[src/rtl/axi_stream_packet_sink.sv]
// AXI-Stream packet sink: accepts beats with optional LFSR backpressure, accumulates
// per-packet beat/byte counts and an XOR checksum, and flags keep/length errors.
module axi_stream_packet_sink #(
    parameter int unsigned DATA_WD      = 32,
    parameter int unsigned DATA_BYTE_WD = DATA_WD / 8,
    parameter int unsigned MAX_BEATS    = 64,
    parameter logic [15:0] LFSR_SEED    = 16'hACE1
) (
    input  logic                    clk,
    input  logic                    rst,
    input  logic                    bp_en,
    input  logic                    axi_tvalid,
    input  logic                    axi_tlast,
    input  logic [DATA_BYTE_WD-1:0] axi_keep,
    input  logic [DATA_WD-1:0]      axi_tdata,
    output logic                    axi_tready,
    output logic                    pkt_done,
    output logic [15:0]             pkt_beats,
    output logic [15:0]             pkt_bytes,
    output logic [DATA_WD-1:0]      pkt_csum,
    output logic                    err_keep,
    output logic                    err_len,
    output logic [15:0]             pkt_count
);

    typedef enum logic [1:0] {IDLE, ACTIVE, REPORT} state_t;

    state_t               state, state_nxt;
    logic [15:0]          lfsr;
    logic [15:0]          beats_acc, bytes_acc;
    logic [DATA_WD-1:0]   csum_acc;
    logic [15:0]          base_beats, base_bytes, beat_bytes;
    logic [DATA_WD-1:0]   base_csum, beat_data;
    logic [15:0]          beats_nxt, bytes_nxt;
    logic [16:0]          bytes_sum;
    logic [DATA_WD-1:0]   csum_nxt;
    logic [DATA_BYTE_WD-1:0] keep_low, keep_run;
    logic                 accept, last_ok, keep_bad, len_bad;

    assign axi_tready = (state != REPORT) && (!bp_en || lfsr[0]);
    assign accept     = axi_tvalid && axi_tready;

    // Byte-masked payload and keep popcount of the current beat
    always_comb begin
        beat_bytes = '0;
        beat_data  = '0;
        for (int i = 0; i < int'(DATA_BYTE_WD); i++) begin
            beat_bytes = beat_bytes + 16'(axi_keep[i]);
            beat_data[i*8 +: 8] = axi_keep[i] ? axi_tdata[i*8 +: 8] : 8'h00;
        end
    end

    // Adding the lowest set bit clears a run of ones only if that run is the whole mask
    assign keep_low = axi_keep & (~axi_keep + DATA_BYTE_WD'(1));
    assign keep_run = axi_keep + keep_low;
    assign last_ok  = (axi_keep != '0) && ((keep_run & axi_keep) == '0);
    assign keep_bad = axi_tlast ? !last_ok : (axi_keep != '1);
    assign len_bad  = (state == ACTIVE) && !axi_tlast && (32'(beats_acc) >= 32'(MAX_BEATS));

    always_comb begin
        base_beats = (state == IDLE) ? 16'h0 : beats_acc;
        base_bytes = (state == IDLE) ? 16'h0 : bytes_acc;
        base_csum  = (state == IDLE) ? '0 : csum_acc;
        beats_nxt  = (base_beats == 16'hFFFF) ? 16'hFFFF : base_beats + 16'h1;
        bytes_sum  = {1'b0, base_bytes} + {1'b0, beat_bytes};
        bytes_nxt  = bytes_sum[16] ? 16'hFFFF : bytes_sum[15:0];
        csum_nxt   = base_csum ^ beat_data;
    end

    always_ff @(posedge clk or posedge rst) begin
        if (rst) state <= IDLE;
        else     state <= state_nxt;
    end

    always_comb begin
        state_nxt = state;
        case (state)
            IDLE:    if (accept) state_nxt = axi_tlast ? REPORT : ACTIVE;
            ACTIVE:  if (accept && (axi_tlast || len_bad)) state_nxt = REPORT;
            REPORT:  state_nxt = IDLE;
            default: state_nxt = IDLE;
        endcase
    end

    always_ff @(posedge clk or posedge rst) begin
        if (rst) begin
            lfsr      <= LFSR_SEED;
            beats_acc <= '0;
            bytes_acc <= '0;
            csum_acc  <= '0;
            pkt_done  <= 1'b0;
            pkt_beats <= '0;
            pkt_bytes <= '0;
            pkt_csum  <= '0;
            err_keep  <= 1'b0;
            err_len   <= 1'b0;
            pkt_count <= '0;
        end else begin
            if (bp_en) lfsr <= {lfsr[0] ^ lfsr[2] ^ lfsr[3] ^ lfsr[5], lfsr[15:1]};
            if (accept) begin
                beats_acc <= beats_nxt;
                bytes_acc <= bytes_nxt;
                csum_acc  <= csum_nxt;
                if (keep_bad) err_keep <= 1'b1;
                if (len_bad)  err_len  <= 1'b1;
            end
            pkt_done <= (state_nxt == REPORT);
            if (state != REPORT && state_nxt == REPORT) begin
                pkt_beats <= beats_nxt;
                pkt_bytes <= bytes_nxt;
                pkt_csum  <= csum_nxt;
            end
            if (state == REPORT) pkt_count <= pkt_count + 16'h1;
        end
    end

endmodule

[config.mk]
export PLATFORM = sky130hd
export DESIGN_NAME = axi_stream_packet_sink
export DESIGN_NICKNAME = d
export VERILOG_FILES = /design/src/rtl/axi_stream_packet_sink.sv
export SDC_FILE = /design/constraint.sdc
export NUM_CORES = 1
export LEC_CHECK = 0
export CAP_MARGIN = 20
export CORE_AREA = 5 5 125 127
export CTS_CLUSTER_SIZE = 20
export DETAILED_ROUTE_END_ITERATION = 7
export DIE_AREA = 0 0 130 132
export GPL_TIMING_DRIVEN = 1
export PLACE_DENSITY = 0.95
export SLEW_MARGIN = 25
export SYNTH_ARGS = -nofsm -noshare
export SYNTH_HDL_FRONTEND = slang
export SYNTH_SLANG_ARGS = --single-unit
export TNS_END_PERCENT = 20
[constraint.sdc]
create_clock -name clk -period 9.53 [get_ports clk]
set_clock_uncertainty 0.2 [all_clocks]
set_input_delay 2.3825 -clock clk [delete_from_list [all_inputs] [get_ports clk]]
set_output_delay 2.3825 -clock clk [all_outputs]
set_load 0.1 [all_outputs]
# ---- After elaboration in Yosys (flattened, before gate mapping)
# Index checks and enable logic that the tools add are counted.
dict set report totals {
  in_bits 41
  ff_bits 165
}
dict set report classes {
  reduce_logical 17
  order_cmp 1
  eq_ne 6
  n_addsub 8
  bitwise_logic 7
  n_mux 14
}
# op count
set ops {}
lappend ops {{2-to-1 mux 16 bit} 4}
lappend ops {{adder 16 x 1 -> 16 bit, second input constant} 2}
lappend ops {{2-to-1 mux 32 bit} 1}
lappend ops {{2-to-1 mux 8 bit} 4}
lappend ops {{bitwise XOR 32 bit} 1}
lappend ops {{adder 16 x 4 -> 17 bit} 1}
lappend ops {{== test 16 bit, second input constant} 1}
lappend ops {{>= comparator 16 x 7 -> 1 bit, second input constant} 1}
lappend ops {{AND 4 bit} 2}
lappend ops {{logical AND 1 bit} 7}
lappend ops {{2-to-1 mux 2 bit} 3}
lappend ops {{adder 3 x 1 -> 4 bit} 1}
lappend ops {{adder 4 x 1 -> 4 bit, second input constant} 1}
lappend ops {{adder 4 bit} 1}
lappend ops {{== test 2 bit, second input constant} 2}
lappend ops {{logical NOT 4 bit} 1}
lappend ops {{!= test 4 bit, second input constant} 1}
lappend ops {{inverter 4 bit} 1}
lappend ops {{one-hot mux 2 bit (2 select lines)} 1}
lappend ops {{AND reduction 2 bit} 2}
lappend ops {{nonzero test 4 bit} 1}
lappend ops {{adder 2 x 1 -> 3 bit} 1}
lappend ops {{logical NOT 1 bit} 3}
lappend ops {{bitwise XOR 1 bit} 3}
lappend ops {{6 further kinds} 7}

# ---- Longest topological paths before layout
# Gate-level depths: netlist of run 1.
dict set report logic_depth {
  ltp_word 10
  mapped_depth 15
}

# ---- Worst setup path after synthesis of run 1
# No wires, ideal clock.
dict set report synth_timing {
  path_kind {input-to-output}
  startpoint {input bp_en}
  endpoint {output axi_tready}
  t_required_ns 6.948
  n_path_buf 2
  arrival_time_ns 4.312
  setup_slack_ns 2.636
  cell_stages 3
  cell_sequence {clkbuf_1 -> clkbuf_1 -> a21oi_1}
}
dict set report synth_between {
  elab_chain_len 3
}
# element line
set synth_lines {}
lappend synth_lines {{from (decl)} 11} ;# input logic bp_en,
lappend synth_lines {{logical NOT 1 bit} 40} ;# assign axi_tready = (state != REPORT) && (!bp_en || lfsr[0]);
lappend synth_lines {{logical OR 1 bit} 40}
lappend synth_lines {{logical AND 1 bit} 40}
lappend synth_lines {{to (decl)} 16} ;# output logic axi_tready,
# Every way passes these cells.

# ---- Worst setup path after layout of run 1
# Ends and elaborated chain as after synthesis.

==> results of run 1 <==
-- final cells by class --
class                   instances  area [um2]  share of cell area, %
clock buffers                  23         468                   4.54
inverters                      16        65.1                  0.631
well taps                     184         230                   2.23
repair buffers                130        1290                   12.5
flip-flops and latches        165        4140                   40.1
multi-input cells             678        3930                   38.1
clock inverters                 9         198                   1.92
-- power breakdown --
part,internal [uW],switching (uW)
clock,505,273
combinational,444,1340
sequential,947,167
-- cells in the final DEF (no fill, tap or decap), types with 7 or more instances in the layout --
master and instances:
a21oi_1 61, a31oi_1 53, clkbuf_16 17, clkdlybuf4s50_1 124, dfrtp_1 157, dfstp_2 8
ha_1 7, inv_1 14, mux2_2 16, nand2_1 188, nand3_1 21, nand4_1 8
nor2_1 50, nor3_1 11, o21ai_0 101, o21ai_1 8, o22a_1 10, xnor2_1 56
xor2_1 10
-- cell families after synthesis --
logic type      Yosys count
compound gates          266
simple gates            320
fa+ha+maj                10
xor+xnor                 66
flops                   165
buf+inv                  72
mux                      16
-- worst max path at each step --
stage | start | endpoint | slack, ns | depth (start not counted)
floorplan | rst | beats_acc[0] | 2.50 | 1
global placement | bp_en | axi_tready | 2.36 | 3
detailed placement | bp_en | axi_tready | 2.33 | 3
CTS | bp_en | axi_tready | 2.34 | 3
global route | bp_en | axi_tready | 2.26 | 3
finish | bp_en | axi_tready | 2.33 | 3
-- routing by layer --
metal / vias to the layer above / routed length [um] / part of all wire (%) / track usage [%]
met1: 3517 / 8410 / 40 / 33.0
met4: 0 / 442 / 2.1 / 8.31
met2: 336 / 10400 / 49 / 40.2
met3: 53 / 1820 / 8.6 / 7.29
li1: 3391 / - / - / -
met5: - / 0 / 0 / 0
-- flip-flops by register name, indices dropped and copies added (netlist names), 2 cells and up --
register,flops
bytes_acc,16
pkt_beats,16
pkt_csum,32
pkt_count,16
state,2
csum_acc,32
lfsr,16
pkt_bytes,16
beats_acc,16
-- stage by stage --
stage	util, %	cells	hold WS (ns)
6_report	72.1	1205	0.270
5_1_grt	72.1	1205	0.286
4_1_cts	72.0	1205	0.281
3_5_place_dp	67.4	1173	0.259
3_3_place_gp	67.4	1173	0.251
2_1_floorplan	-	915	0.242
-- worst max-delay path: stages --
cell             delay [ns]
clkdlybuf4s50_1        0.80
a21oi_1                0.28
clkdlybuf4s50_1        1.15
==> results.ini, run 1 <==
[route]
num_vias=7297
initialDrtViolationCount=738
wire_per_inst_um=17.5
drt_pass1_iterations=7
vias_per_cell=6.06
drc=0
drt-total-wl_mm=21.1
final_antenna_net_count=0

[power]
p_leak_uw=0.00431
ir_worst_vdd_mv=0.303
power_density_mw_per_mm2=356
total_power_uw=3670

[min_path]
worstHoldStart=pkt_count[15]
min_to=pkt_count[15]
holdPathStages=1
hold_path_class=flip-flop to flip-flop

[synth]
yosysMostFrequentCell=nand2_1
mappedNetlistNets=966
synth.mux.area_fraction_pct=2.16
synthCells=915
yosys.area_share.simple_pct=17.3
synth_compound_area_share_pct=18.7
yosys.area.top_type=dfrtp_1
synth_fa_ha_area_share_pct=1.77
synth_edf_count=0
synth_area_leaders=dfrtp_1, nand2_1, o21ai_0
ys.flop_type=dfrtp_1
synth_xor_area_share_pct=6.93
synth.ff_latch_count=165
ys_top_cells_by_count=nand2_1, dfrtp_1, o21ai_0, a21oi_1, xnor2_1
yosysWarnings=0
ys_seq_area_share_pct=49.6
async_flop_share_pct=100
synth_cell_types=58
synth_top_area_share_pct=47.1
avgSynthCellArea_um2=9.11
synth_area_mm2=0.00834
synth_top_family_by_area=compound AO/OA/AOI/OAI gates

[die]
dieArea_mm2=0.0172
initial_core_util_pct=58.3
die_x_um=130
fp.dieH_um=132
num_io_pins=125
rows=44
core-area_mm2=0.0143

[clock_network]
postCtsSetupBuffers=0
ctsResizeCount=0
cts_root_buffer=clkbuf_16
cts-buffers-inserted=17
cts.clk_slew.worst_paths_ns=0.06
cts_sinks=165
cts_tree=yes
htree_levels=4
hold_buffers=0
clk-insertion-delay-late_ns=0.43
clockBufferDepth=2

[critical_path]
crit_required_ns=6.95
worstReg2RegEnd=bytes_acc[4]
cp.arrival_ns=4.62
reg2reg_from=state[0]
endpoint_kind=primary output
r2r.worst_path.cells=10
critPathMaxFanout=20
setup.worst_path.class=input pin to primary output
rrSetupSlack_ns=5.19
critical_path.startpoint_type=input pin

[layout]
area_delta_synth_final_pct=23.7
fillers=992
antenna-diode-count=0
nets=1059
drive_above_1_share_pct=7.54
design_area_mm2=0.0103

[placement]
globalplace.congestion=0.868
place.port_buffers=124
dp_hpwl_mm=13.3
placed_area_mm2=0.00964
pre_cts_ws_ns=2.33

[grt]
gr-total-overflow=0
grt_pass1_vias=7278
track_usage_pct=25.2
grt_start_max_net_pins=101
antenna_found_initial=0
grt_pass1_wl_mm=35.3

[timing]
min_period_ns=7.20
rsz0062_at_grt=no
hold_viol=0
finalSetupViolCount=0
layout_setup_ws_ns=2.33
finalMaxSlewViolations=0
max_clock_freq_mhz=139
slew_headroom_pct=32.2
worst_pin_slew_ns=1.01
finalCritPeriodShare_pct=75.5
fin_setup_tns_ns=0

[status]
outcome=finished clean

[run]
cap_violations=0

(Power assumes the default switching activity.)
==> run 2, diff against run 1 <==
--- a/config.mk
+++ b/config.mk
@@ -6,12 +6,12 @@
 export NUM_CORES = 1
 export LEC_CHECK = 0
 export CAP_MARGIN = 20
-export CORE_AREA = 5 5 125 127
+export CORE_AREA = 5 5 137 139
 export CTS_CLUSTER_SIZE = 20
 export DETAILED_ROUTE_END_ITERATION = 7
-export DIE_AREA = 0 0 130 132
+export DIE_AREA = 0 0 142 144
 export GPL_TIMING_DRIVEN = 1
-export PLACE_DENSITY = 0.95
+export PLACE_DENSITY = 0.85
 export SLEW_MARGIN = 25
 export SYNTH_ARGS = -nofsm -noshare
 export SYNTH_HDL_FRONTEND = slang
==> constraint.sdc (replaced) <==
create_clock -name clk -period 6.3 [get_ports clk]
set_clock_uncertainty 0.2 [all_clocks]
set_input_delay 1.575 -clock clk [delete_from_list [all_inputs] [get_ports clk]]
set_output_delay 1.575 -clock clk [all_outputs]
set_load 0.1 [all_outputs]
==> results.ini, run 2 (same netlist as run 1, synthesis figures left out) <==
[grt]
grt_pass1_vias=6981
antenna_found_initial=0
gr-total-overflow=0
grt_pass1_wl_mm=34.1
grt_start_max_net_pins=108
track_usage_pct=20.4

[critical_path]
cp.arrival_ns=2.96
critical_path.startpoint_type=input pin
crit_required_ns=4.53
endpoint_kind=primary output
critPathMaxFanout=20
setup.worst_path.class=input pin to primary output

[clock_network]
cts.clk_slew.worst_paths_ns=0.06
cts-buffers-inserted=17
clockBufferDepth=2
cts_sinks=165
htree_levels=4
ctsResizeCount=0
cts_root_buffer=clkbuf_16
postCtsSetupBuffers=0
cts_tree=yes
hold_buffers=0
clk-insertion-delay-late_ns=0.43

[layout]
area_delta_synth_final_pct=23.2
fillers=1532
top_regs=csum_acc: 32 flops, pkt_csum: 32 flops
drive_above_1_share_pct=7.89
final_common_cell=nand2_1
nets=1064
antenna-diode-count=0
final_cell_mix=nand2_1, dfrtp_1, clkdlybuf4s50_1

[power]
power_switching_uw=2680
total_power_uw=5330
ir_worst_vdd_mv=0.402
p_leak_uw=0.00427
power_density_mw_per_mm2=518
p_comb_share_pct=50.6
seqPwrFrac_pct=31.4
clkPwrFrac_pct=18.0
swShare_pct=50.3
intPower_uw=2650

[timing]
max_clock_freq_mhz=211
fin_setup_tns_ns=0
worst_pin_slew_ns=1.04
layout_setup_ws_ns=1.56
rsz0062_at_grt=no
hold_viol=0
finalCritPeriodShare_pct=75.2
finalSetupViolCount=0
finalMaxSlewViolations=0
min_period_ns=4.74
slew_headroom_pct=30.4

[min_path]
hold_path_class=flip-flop to flip-flop

[die]
die_x_um=142
core-area_mm2=0.0175
num_io_pins=125
rows=49
dieArea_mm2=0.0204
initial_core_util_pct=47.6
fp.dieH_um=144

[route]
initialDrtViolationCount=598
drt-total-wl_mm=20.3
drt_pass1_iterations=5
wire_per_inst_um=16.2
num_vias=7127
final_antenna_net_count=0
drc=0
vias_per_cell=5.68

[placement]
pre_cts_ws_ns=1.20
place.port_buffers=124
globalplace.congestion=0.903
dp_hpwl_mm=13.7

[status]
outcome=finished clean

[run]
cap_violations=0

run 2: cell count changes in the layout (fill, tap and decap cells not counted), sizes merged:
| cell | delta |
|---|---|
| buf | +6 |
| clkdlybuf4s50 | -1 |
| bufinv | -5 |
| clkinv | +4 |
| clkinvlp | +1 |
run 2: area by class of cell:
| class | count | area [um2] | area share [%] |
|---|---|---|---|
| Multi-Input combinational cell | 678 | 3930 | 38.2 |
| Sequential cell | 165 | 4140 | 40.3 |
| Inverter | 16 | 67.6 | 0.658 |
| Clock buffer | 23 | 448 | 4.36 |
| Clock inverter | 9 | 82.6 | 0.804 |
| Timing Repair Buffer | 135 | 1320 | 12.9 |
| Tap cell | 229 | 287 | 2.79 |
run 2: through the flow:
stage                     utilization, %  hold slack (ns)  std cells  instance area, um2
after floorplan                        -            0.242        915                8340
after global placement              55.5            0.251       1223                9730
after detailed placement            55.5            0.263       1223                9730
after CTS                           58.5            0.273       1255               10300
after global routing                58.6            0.294       1255               10300
final                               58.6            0.269       1255               10300
run 2: critical path: stages:
cell and delay (ns):
clkdlybuf4s50_1 0.80, a21oi_1 0.28, buf_4 0.31
run 2: per-layer routing:
layer | vias up | track usage, % | share of wire, %
met5 | - | 0 | 0
met4 | 0 | 5.66 | 1.4
met3 | 34 | 5.82 | 7.0
met2 | 256 | 33.9 | 49
met1 | 3429 | 26.4 | 43
li1 | 3408 | - | -
run 2: path summary, 6_finish.rpt:
check | from | to | slack (ns) | cells after the start
max | bp_en | axi_tready | 1.56 | 3
min | err_keep | err_keep | 0.27 | 1
max reg2reg | state[0] | bytes_acc[4] | 2.33 | 9
min reg2reg | err_keep | err_keep | 0.27 | 1
max in group asynchronous | rst | csum_acc[25] | 3.51 | 3
min in group asynchronous | rst | lfsr[12] | 1.47 | 2
run 2: power groups by stage:
stage | clock network (uW) | registers (uW) | logic, uW
after CTS | 972 | 1680 | 2710
after global placement | 0 | 1680 | 2650
after global routing | 1020 | 1730 | 2840
after floorplan | 0 | 2990 | 736
final | 960 | 1670 | 2690
after detailed placement | 0 | 1690 | 2700
